[config.mk]
export PLATFORM = sky130hd
export DESIGN_NAME = pixel_packer
export DESIGN_NICKNAME = d
export VERILOG_FILES = /design/src/rtl/pixel_packer.sv
export SDC_FILE = /design/constraint.sdc
export NUM_CORES = 1
export LEC_CHECK = 0
export CORE_MARGIN = 1.5
export CORE_UTILIZATION = 47
export DETAILED_ROUTE_END_ITERATION = 12
export PLACE_DENSITY_LB_ADDON = 0.15
export RECOVER_POWER = 100
export SETUP_SLACK_MARGIN = 0.2
export SYNTH_ARGS = -nofsm -noshare
export SYNTH_HDL_FRONTEND = slang
export SYNTH_SLANG_ARGS = --single-unit
[constraint.sdc]
create_clock -name clk_sys -period 2.4 [get_ports clk_sys]
set_input_delay 0.48 -clock clk_sys [delete_from_list [all_inputs] [get_ports clk_sys]]
set_output_delay 0.48 -clock clk_sys [all_outputs]
set_load 0.05 [all_outputs]
[src/rtl/pixel_packer.sv]
// Converts a stream of 24-bit RGB pixels into 32-bit little-endian framebuffer words,
// using RGB565 (modes 0/1) or packed RGB888 (modes 2/3) storage.
module pixel_packer (
    input  logic        clk_sys,
    input  logic        reset_n,
    input  logic [31:0] selector,
    input  logic        round_nearest,
    input  logic [23:0] pix_in,
    input  logic        pix_valid,
    input  logic        pix_last,
    output logic        pix_ready,
    output logic [31:0] word_out,
    output logic [3:0]  word_be,
    output logic        word_last,
    output logic        word_valid,
    input  logic        word_ready
);

    // Handshakes: a transfer happens on a rising edge where valid & ready are both high.
    // valid never depends on ready, and a raised valid is held with stable data until accepted.
    typedef enum logic [1:0] {IDLE = 2'd0, RUN = 2'd1, FLUSH = 2'd2} state_t;

    state_t      state_q, state_d;
    logic [1:0]  ph_q, ph_d;
    logic [23:0] res_q, res_d;
    logic [1:0]  mode_q, mode_d;
    logic        discard_q, discard_d;

    logic        out_free, accept;
    logic [1:0]  cur_mode;
    logic        cur_565, cur_discard;
    logic        load, load_last;
    logic [31:0] load_word;
    logic [3:0]  load_be;

    logic [5:0]  r_sh, b_sh;
    logic [6:0]  g_sh;
    logic [4:0]  r5, b5;
    logic [5:0]  g6;
    logic [15:0] px565;

    assign out_free  = !word_valid || word_ready;
    assign pix_ready = out_free && (state_q != FLUSH);
    assign accept    = pix_valid && pix_ready;

    // Mode is taken live from selector only for the first pixel of a transfer.
    assign cur_mode    = (state_q == IDLE) ? selector[1:0] : mode_q;
    assign cur_discard = (state_q == IDLE) ? (selector[31:2] != 30'd0) : discard_q;
    assign cur_565     = (cur_mode == 2'd0) || (cur_mode == 2'd1);

    always_comb begin
        r_sh = 6'((9'(pix_in[23:16]) + 9'd4) >> 3);
        g_sh = 7'((9'(pix_in[15:8])  + 9'd2) >> 2);
        b_sh = 6'((9'(pix_in[7:0])   + 9'd4) >> 3);
        if (round_nearest) begin
            r5 = r_sh[5] ? 5'd31 : r_sh[4:0];
            g6 = g_sh[6] ? 6'd63 : g_sh[5:0];
            b5 = b_sh[5] ? 5'd31 : b_sh[4:0];
        end else begin
            r5 = pix_in[23:19];
            g6 = pix_in[15:10];
            b5 = pix_in[7:3];
        end
        px565 = {r5, g6, b5};
    end

    always_comb begin
        state_d   = state_q;
        ph_d      = ph_q;
        res_d     = res_q;
        mode_d    = mode_q;
        discard_d = discard_q;
        load      = 1'b0;
        load_word = 32'd0;
        load_be   = 4'b0000;
        load_last = 1'b0;
        case (state_q)
            FLUSH: begin
                if (out_free) begin
                    load      = 1'b1;
                    load_word = {8'h00, res_q};
                    // ph advanced past 1 leaves two residue bytes, past 2 leaves one.
                    load_be   = (ph_q == 2'd2) ? 4'b0011 : 4'b0001;
                    load_last = 1'b1;
                    state_d   = IDLE;
                end
            end
            default: begin
                if (accept) begin
                    mode_d    = cur_mode;
                    discard_d = cur_discard;
                    state_d   = pix_last ? IDLE : RUN;
                    if (cur_discard) begin
                        load = 1'b0;
                    end else if (cur_565) begin
                        if (!ph_q[0]) begin
                            if (pix_last) begin
                                load      = 1'b1;
                                load_word = {16'h0000, px565};
                                load_be   = 4'b0011;
                                load_last = 1'b1;
                            end else begin
                                res_d = {8'h00, px565};
                                ph_d  = 2'd1;
                            end
                        end else begin
                            load      = 1'b1;
                            load_word = {px565, res_q[15:0]};
                            load_be   = 4'b1111;
                            load_last = pix_last;
                            ph_d      = 2'd0;
                            res_d     = 24'd0;
                        end
                    end else begin
                        case (ph_q)
                            2'd0: begin
                                if (pix_last) begin
                                    load      = 1'b1;
                                    load_word = {8'h00, pix_in};
                                    load_be   = 4'b0111;
                                    load_last = 1'b1;
                                end else begin
                                    res_d = pix_in;
                                    ph_d  = 2'd1;
                                end
                            end
                            2'd1: begin
                                load      = 1'b1;
                                load_word = {pix_in[7:0], res_q};
                                load_be   = 4'b1111;
                                res_d     = {8'h00, pix_in[23:8]};
                                ph_d      = 2'd2;
                                if (pix_last) state_d = FLUSH;
                            end
                            2'd2: begin
                                load      = 1'b1;
                                load_word = {pix_in[15:0], res_q[15:0]};
                                load_be   = 4'b1111;
                                res_d     = {16'h0000, pix_in[23:16]};
                                ph_d      = 2'd3;
                                if (pix_last) state_d = FLUSH;
                            end
                            default: begin
                                load      = 1'b1;
                                load_word = {pix_in, res_q[7:0]};
                                load_be   = 4'b1111;
                                load_last = pix_last;
                                res_d     = 24'd0;
                                ph_d      = 2'd0;
                            end
                        endcase
                    end
                end
            end
        endcase
        if (state_d == IDLE) begin
            ph_d  = 2'd0;
            res_d = 24'd0;
        end
    end

    always_ff @(posedge clk_sys or negedge reset_n) begin
        if (!reset_n) begin
            state_q   <= IDLE;
            ph_q      <= 2'd0;
            res_q     <= 24'd0;
            mode_q    <= 2'd0;
            discard_q <= 1'b0;
        end else begin
            state_q   <= state_d;
            ph_q      <= ph_d;
            res_q     <= res_d;
            mode_q    <= mode_d;
            discard_q <= discard_d;
        end
    end

    always_ff @(posedge clk_sys or negedge reset_n) begin
        if (!reset_n) begin
            word_valid <= 1'b0;
            word_out   <= 32'd0;
            word_be    <= 4'b0000;
            word_last  <= 1'b0;
        end else if (load) begin
            word_valid <= 1'b1;
            word_out   <= load_word;
            word_be    <= load_be;
            word_last  <= load_last;
        end else if (word_ready) begin
            word_valid <= 1'b0;
        end
    end

endmodule
; ---- Word level (Yosys, flattened, before mapping)
; Cells that the tools add are included.
[word_totals]
register_bits = 69
[op_classes]
n_addsub = 3
eq_ne = 9
mux = 69
n_bitwise = 1
reduce_logical = 16
[op_table]
columns = operator, count
row1 = 24-bit two-way mux, 10
row2 = 32-bit two-way mux, 5
row3 = 32-bit case mux with 3 select lines, 1
row4 = 24-bit case mux with 3 select lines, 1
row5 = 2-bit two-way mux, 19
row6 = 30-bit nonzero test, 1
row7 = 4-bit two-way mux, 6
row8 = 5-bit two-way mux, 4
row9 = "8-bit by 3-bit adder with 9-bit output, second input constant", 2
row10 = 1-bit two-way mux, 17
row11 = 16-bit two-way mux, 1
row12 = 6-bit two-way mux, 2
row13 = "8-bit by 2-bit adder with 9-bit output, second input constant", 1
row14 = 2-bit zero test, 4
row15 = 2-bit case mux with 3 select lines, 1
row16 = 5-bit AND reduction, 1
row17 = "2-bit by 1-bit == test with 1-bit output, second input constant", 2
row18 = "2-bit == test, second input constant", 2
row19 = "2-bit != test, second input constant", 2
row20 = "4-bit by 3-bit != test with 1-bit output, second input constant", 1
row21 = "4-bit != test, second input constant", 1
row22 = 4-bit AND reduction, 1
row23 = 2-bit nonzero test, 2
row24 = 3-bit two-way mux, 1
row25 = 8 further kinds, 10

; ---- Longest topological paths before layout
[depth]
ltp_word = 11
mapped_depth = 10
depth_no_buf = 8

; ---- Worst setup path after synthesis
; No wires, ideal clock.
[synth_timing]
path_type = reg2reg
start = reg ph_q[0]
end = reg word_out[21]
setup_time_ns = 0.077
t_arrival_ns = 2.185
setup_slack_ns = 0.137
stages_incl_launch_ff = 10
path_buffers = 1
period_less_slack_ns = 2.263
path_cell_list = dfrtp_1 -> inv_1 -> ha_1 -> clkbuf_1 -> nand2_1 -> nor2_1 -> a211oi_1 -> a21oi_1 -> or4b_1 -> a21oi_1
[synth_between]
elab_chain_len = 6
elab_cells_between_ends = 15
classes_between = eq/ne (2) / mux (12) / reduce/logical (1)
[synth_lines]
columns = item, line_no
row1 = start: declaration, 24  ; logic [1:0] ph_q, ph_d;
row2 = start signal: assignment, 171  ; ph_q <= ph_d;
row3 = 2-bit == test (tied with other cells), 115  ; case (ph_q)
row4 = 32-bit case mux with 3 select lines or 1-bit two-way mux (tied branches), 115
row5 = 32-bit two-way mux or 1-bit two-way mux (tied branches), 95  ; end else if (cur_565) begin
row6 = 32-bit two-way mux or 1-bit two-way mux (tied branches), 93  ; if (cur_discard) begin
row7 = 32-bit two-way mux or 1-bit two-way mux (tied branches), 89  ; if (accept) begin
row8 = 32-bit two-way mux or 1-bit two-way mux (tied branches), 77  ; case (state_q)
row9 = end signal: assignment, 186  ; word_out <= load_word;
row10 = end: declaration, 12  ; output logic [31:0] word_out,
; Several ways; a longest one is shown, not always the timed one.
; A chain may end at the register's enable or synchronous reset.

; ---- Final worst setup path
[layout_timing]
start = reg state_q[1]
end = reg res_q[11]
[layout_between]
elab_chain_len = 11
elab_cells_between_ends = 27
classes_between = eq/ne (7) / mux (12) / reduce/logical (8)
[layout_lines]
columns = item, line_no
row1 = start: declaration, 23  ; state_t state_q, state_d;
row2 = start signal: assignment, 170  ; state_q <= state_d;
row3 = 2-bit zero test, "47, 48"
row4 = 2-bit two-way mux, 47  ; assign cur_mode = (state_q == IDLE) ? selector[1:0] : mode_q;
row5 = 2-bit by 1-bit == test with 1-bit output or 2-bit zero test (tied branches), 49  ; assign cur_565 = (cur_mode == 2'd0) || (cur_mode == 2'd1);
row6 = 1-bit logical OR, 49
row7 = 2-bit two-way mux, 95
row8 = 2-bit two-way mux, 93
row9 = 2-bit two-way mux, 89
row10 = 2-bit two-way mux, 77
row11 = 2-bit zero test, 156  ; if (state_d == IDLE) begin
row12 = 4-bit != test (no source line) (tied with other cells), --
row13 = 5-bit AND reduction (no source line), --
row14 = end signal: assignment, 172  ; res_q <= res_d;
row15 = end: declaration, 25  ; logic [23:0] res_q, res_d;
; Several ways; a longest one is shown, not always the timed one. The select of a mux whose other input is x is not followed.

==> results.sh <==
export IMPL_vias_per_cell=6.62
export IMPL_fp_row_count=36
export IMPL_clkTransAtPathRegs_ns=0.08
export IMPL_core_sq_um=9770
export IMPL_async_flop_share_pct=100
export IMPL_drive_gt1_share_pct=24.6
export IMPL_die_y_um=103
export IMPL_antenna_cells=0
export IMPL_synth_ff_type="dfrtp_1"
export IMPL_status="finished, violations left"
export IMPL_synth_area_sq_um=4720
export IMPL_slew_headroom_pct=-16.3
export IMPL_grt_setup_unrepaired="false"
export IMPL_clockBufferDepth=2
export IMPL_cts_root_buf="clkbuf_8"
export IMPL_max_freq_ghz=0.447
export IMPL_path_class="reg -> reg"
export IMPL_synth_edf_count=0
export IMPL_startpoint_type="register"
export IMPL_fill_cells=755
export IMPL_ir_drop_mv=0.343
export IMPL_path_cells="clkbuf_1 > o21ai_2 > buf_4 > nand2_2 > buf_4 > and3_1 > a211oi_4 > buf_4 > clkbuf_16 > nor3_1"
export IMPL_die_area_sq_um=10600
export IMPL_p_per_area_nw_per_um2=532
export IMPL_finClkSkew_ns=0.00943
export IMPL_num_vias=6015
export IMPL_synth_warnings=0
export IMPL_r2r_end="res_q[11]"
export IMPL_place_gp_congestion=0.972
export IMPL_use_met2_pct=59.9
export IMPL_post_route_min_period_ns=2.24
export IMPL_critPathLaunch="state_q[1]"
export IMPL_drt_wirelength_per_cell_um=23.4
export IMPL_numPortBuffers=99
export IMPL_rrSetupSlack_ns=0.16
export IMPL_synth_cell_types=51
export IMPL_hpwl_um=14300
export IMPL_min_path_cells=1
export IMPL_rr_worst_depth=10
export IMPL_fin_setup_tns_ns=0
export IMPL_synthTopCellsByCount="nor2_1, nand2_1, dfrtp_1"
export IMPL_hold_viol=0
export IMPL_critPathMaxFanout=7
export IMPL_path_common_cell="buf_4"
export IMPL_cts_tree="done"
export IMPL_drv_slew=69
export IMPL_overflow=0
export IMPL_htree_levels=3
export IMPL_clock_sinks=68
export IMPL_drt_total_wl_um=21300
export IMPL_clk_latency_ns=0.37
export IMPL_initial_core_util_pct=48.3
export IMPL_io_pins=101
export IMPL_grt_max_degree=69
export IMPL_drt_iter0_drc=757
export IMPL_grt_pass1_vias=5417
export IMPL_use_met3_pct=6.99
export IMPL_antenna_left=0
export IMPL_syn_nets=661
export IMPL_worst_pin_slew_ns=1.74
export IMPL_antenna_found_initial=0
export IMPL_total_power_mw=3.82
export IMPL_violations="capacitance limit, slew limit"
export IMPL_ys_ff_latch=68
export IMPL_cp_data_arrival_time_ns=2.49
export IMPL_first_pass_iters=8
export IMPL_cts_buffers_inserted=9
export IMPL_critPathRequiredTime_ns=2.65
export IMPL_grt_pass1_wl_um=30100
export IMPL_min_from="word_be[0]"
export IMPL_whs_endpoint="word_be[0]"
export IMPL_yosysMostFrequentCell="nor2_1"
export IMPL_area_delta_synth_final_pct=52.2
export IMPL_hold_path_class="reg -> reg"
export IMPL_route_detailed_drc=0
export IMPL_cp_slowest_cell="dfrtp_1"
export IMPL_final_core_util_pct=73.5
export IMPL_syn_avg_cell_area_sq_um=7.97
export IMPL_synth_top_cell_by_area="dfrtp_1"
export IMPL_fin_nets=840
export IMPL_use_met1_pct=52.5
export IMPL_die_x_um=103
export IMPL_cts_hold_buffers=0
export IMPL_fin_crit_sh_pct=93.3
export IMPL_synth_top_cell_area_share_pct=36.1
export IMPL_synth_cells=592
export IMPL_grt_busiest_layer="met2"
export IMPL_synthTopCellsByArea="dfrtp_1, nor2_1, nand2_1, a21oi_1, a22oi_1"
export IMPL_reg2reg_from="state_q[1]"
export IMPL_seq_area_frac_synth_pct=36.1
export IMPL_slowest_delay_ns=0.44
export IMPL_grtUsageTotal_pct=38.2
export IMPL_critPathCaptureType="register"
export IMPL_setup_viol=0
export IMPL_maxCapViolCount=1
export IMPL_leakage_nw=3.20
[worst max-delay path by stage]
stage,end,slack [ns]
global placement,word_out[18],-0.25
CTS,word_out[26],0.16
floorplan,word_out[21],0.22
finish,res_q[11],0.16
detailed placement,word_out[26],-0.31
global route,word_out[0],0.11
[routing by layer]
| layer | share of wire, % | routed length, um | vias to the layer above |
|---|---|---|---|
| li1 | - | - | 2584 |
| met1 | 39 | 8290 | 2893 |
| met2 | 45 | 9600 | 450 |
| met3 | 12 | 2540 | 88 |
| met4 | 4.0 | 857 | 0 |
| met5 | 0 | 0 | - |
[registers in the layout, summed over array words and instances, names as in the netlist]
name / count
discard_q: 1
mode_q: 1
ph_q: 2
res_q: 24
state_q: 2
word_be: 4
word_last: 1
word_out: 32
word_valid: 1
[kinds of logic after synthesis]
family	Yosys count	share of synthesized area, %
and+or+nand+nor	236	23.4
AOI/OAI and AO/OA	201	30.0
DFF	68	36.1
buffers and inverters	67	6.05
muxes	9	1.91
adders and majority gates	7	1.86
xor gates and xnor gates	4	0.743
[critical path: cells and delay by family, from the launching register on]
family	cells	cell delay (ns)
buffers and inverters	5	0.91
flip-flops	1	0.44
AND/OR/NAND/NOR	3	0.39
AO/OA/AOI/OAI	2	0.38
[cells in the final DEF, fill, tap and decap left out, types with 4 or more instances in the layout]
cell type | synthesis | routed
buf_4 | 3 | 106
nor2_1 | 74 | 69
nand2_1 | 70 | 69
dfrtp_1 | 68 | 66
clkdlybuf4s50_1 | 0 | 47
a21oi_1 | 45 | 43
dlygate4sd3_1 | 0 | 38
o21ai_0 | 24 | 29
a22oi_1 | 22 | 22
nor3_1 | 20 | 18
nand4_1 | 14 | 14
a221oi_1 | 17 | 13
a222oi_1 | 13 | 13
nand3_1 | 13 | 12
o22ai_1 | 12 | 12
a221o_1 | 11 | 11
dlymetal6s2s_1 | 0 | 11
mux2i_1 | 9 | 9
clkbuf_8 | 0 | 9
a211oi_1 | 13 | 8
buf_6 | 1 | 8
inv_1 | 7 | 7
nand2b_1 | 7 | 6
buf_12 | 0 | 6
and3_1 | 6 | 5
o21ai_1 | 12 | 5
a2bb2oi_1 | 6 | 5
a211oi_2 | 1 | 5
nor4_1 | 8 | 4
nor2b_1 | 4 | 4
a21o_1 | 4 | 4
a32oi_1 | 4 | 4
clkbuf_1 | 41 | 4
[metrics by stage]
step	area (sq um)	hold slack, ns	cells	worst slack [ns]
4_1_cts	6890	0.130	896	0.162
5_1_grt	7180	0.515	909	0.110
3_3_place_gp	6570	0.450	880	-0.247
3_5_place_dp	6570	0.466	880	-0.307
6_report	7180	0.477	909	0.161
2_1_floorplan	4720	0.184	592	0.215
[cell type report]
type / instances / area [sq um] / area share (%)
clock inverters: 6 / 88.8 / 1.24
repair buffers: 228 / 2120 / 29.5
inverters: 7 / 26.3 / 0.366
flip-flops and latches: 68 / 1700 / 23.7
clock buffers: 10 / 128 / 1.78
multi-input cells: 457 / 2950 / 41.1
well taps: 133 / 166 / 2.32
[power breakdown]
part           switching, mW  internal (mW)
logic                  0.881          0.553
registers             0.0526           1.24
clock network          0.513          0.585
total                   1.45           2.37
[timing repair]
| item | CTS | global route |
|---|---|---|
| cloned | 0 | 5 |
| setup buffers | 0 | 8 |
| setup endpoints to repair | 56 | 56 |
| pin swaps | 6 | 25 |
| resized for setup | 26 | 60 |
(Power assumes the default switching activity.)
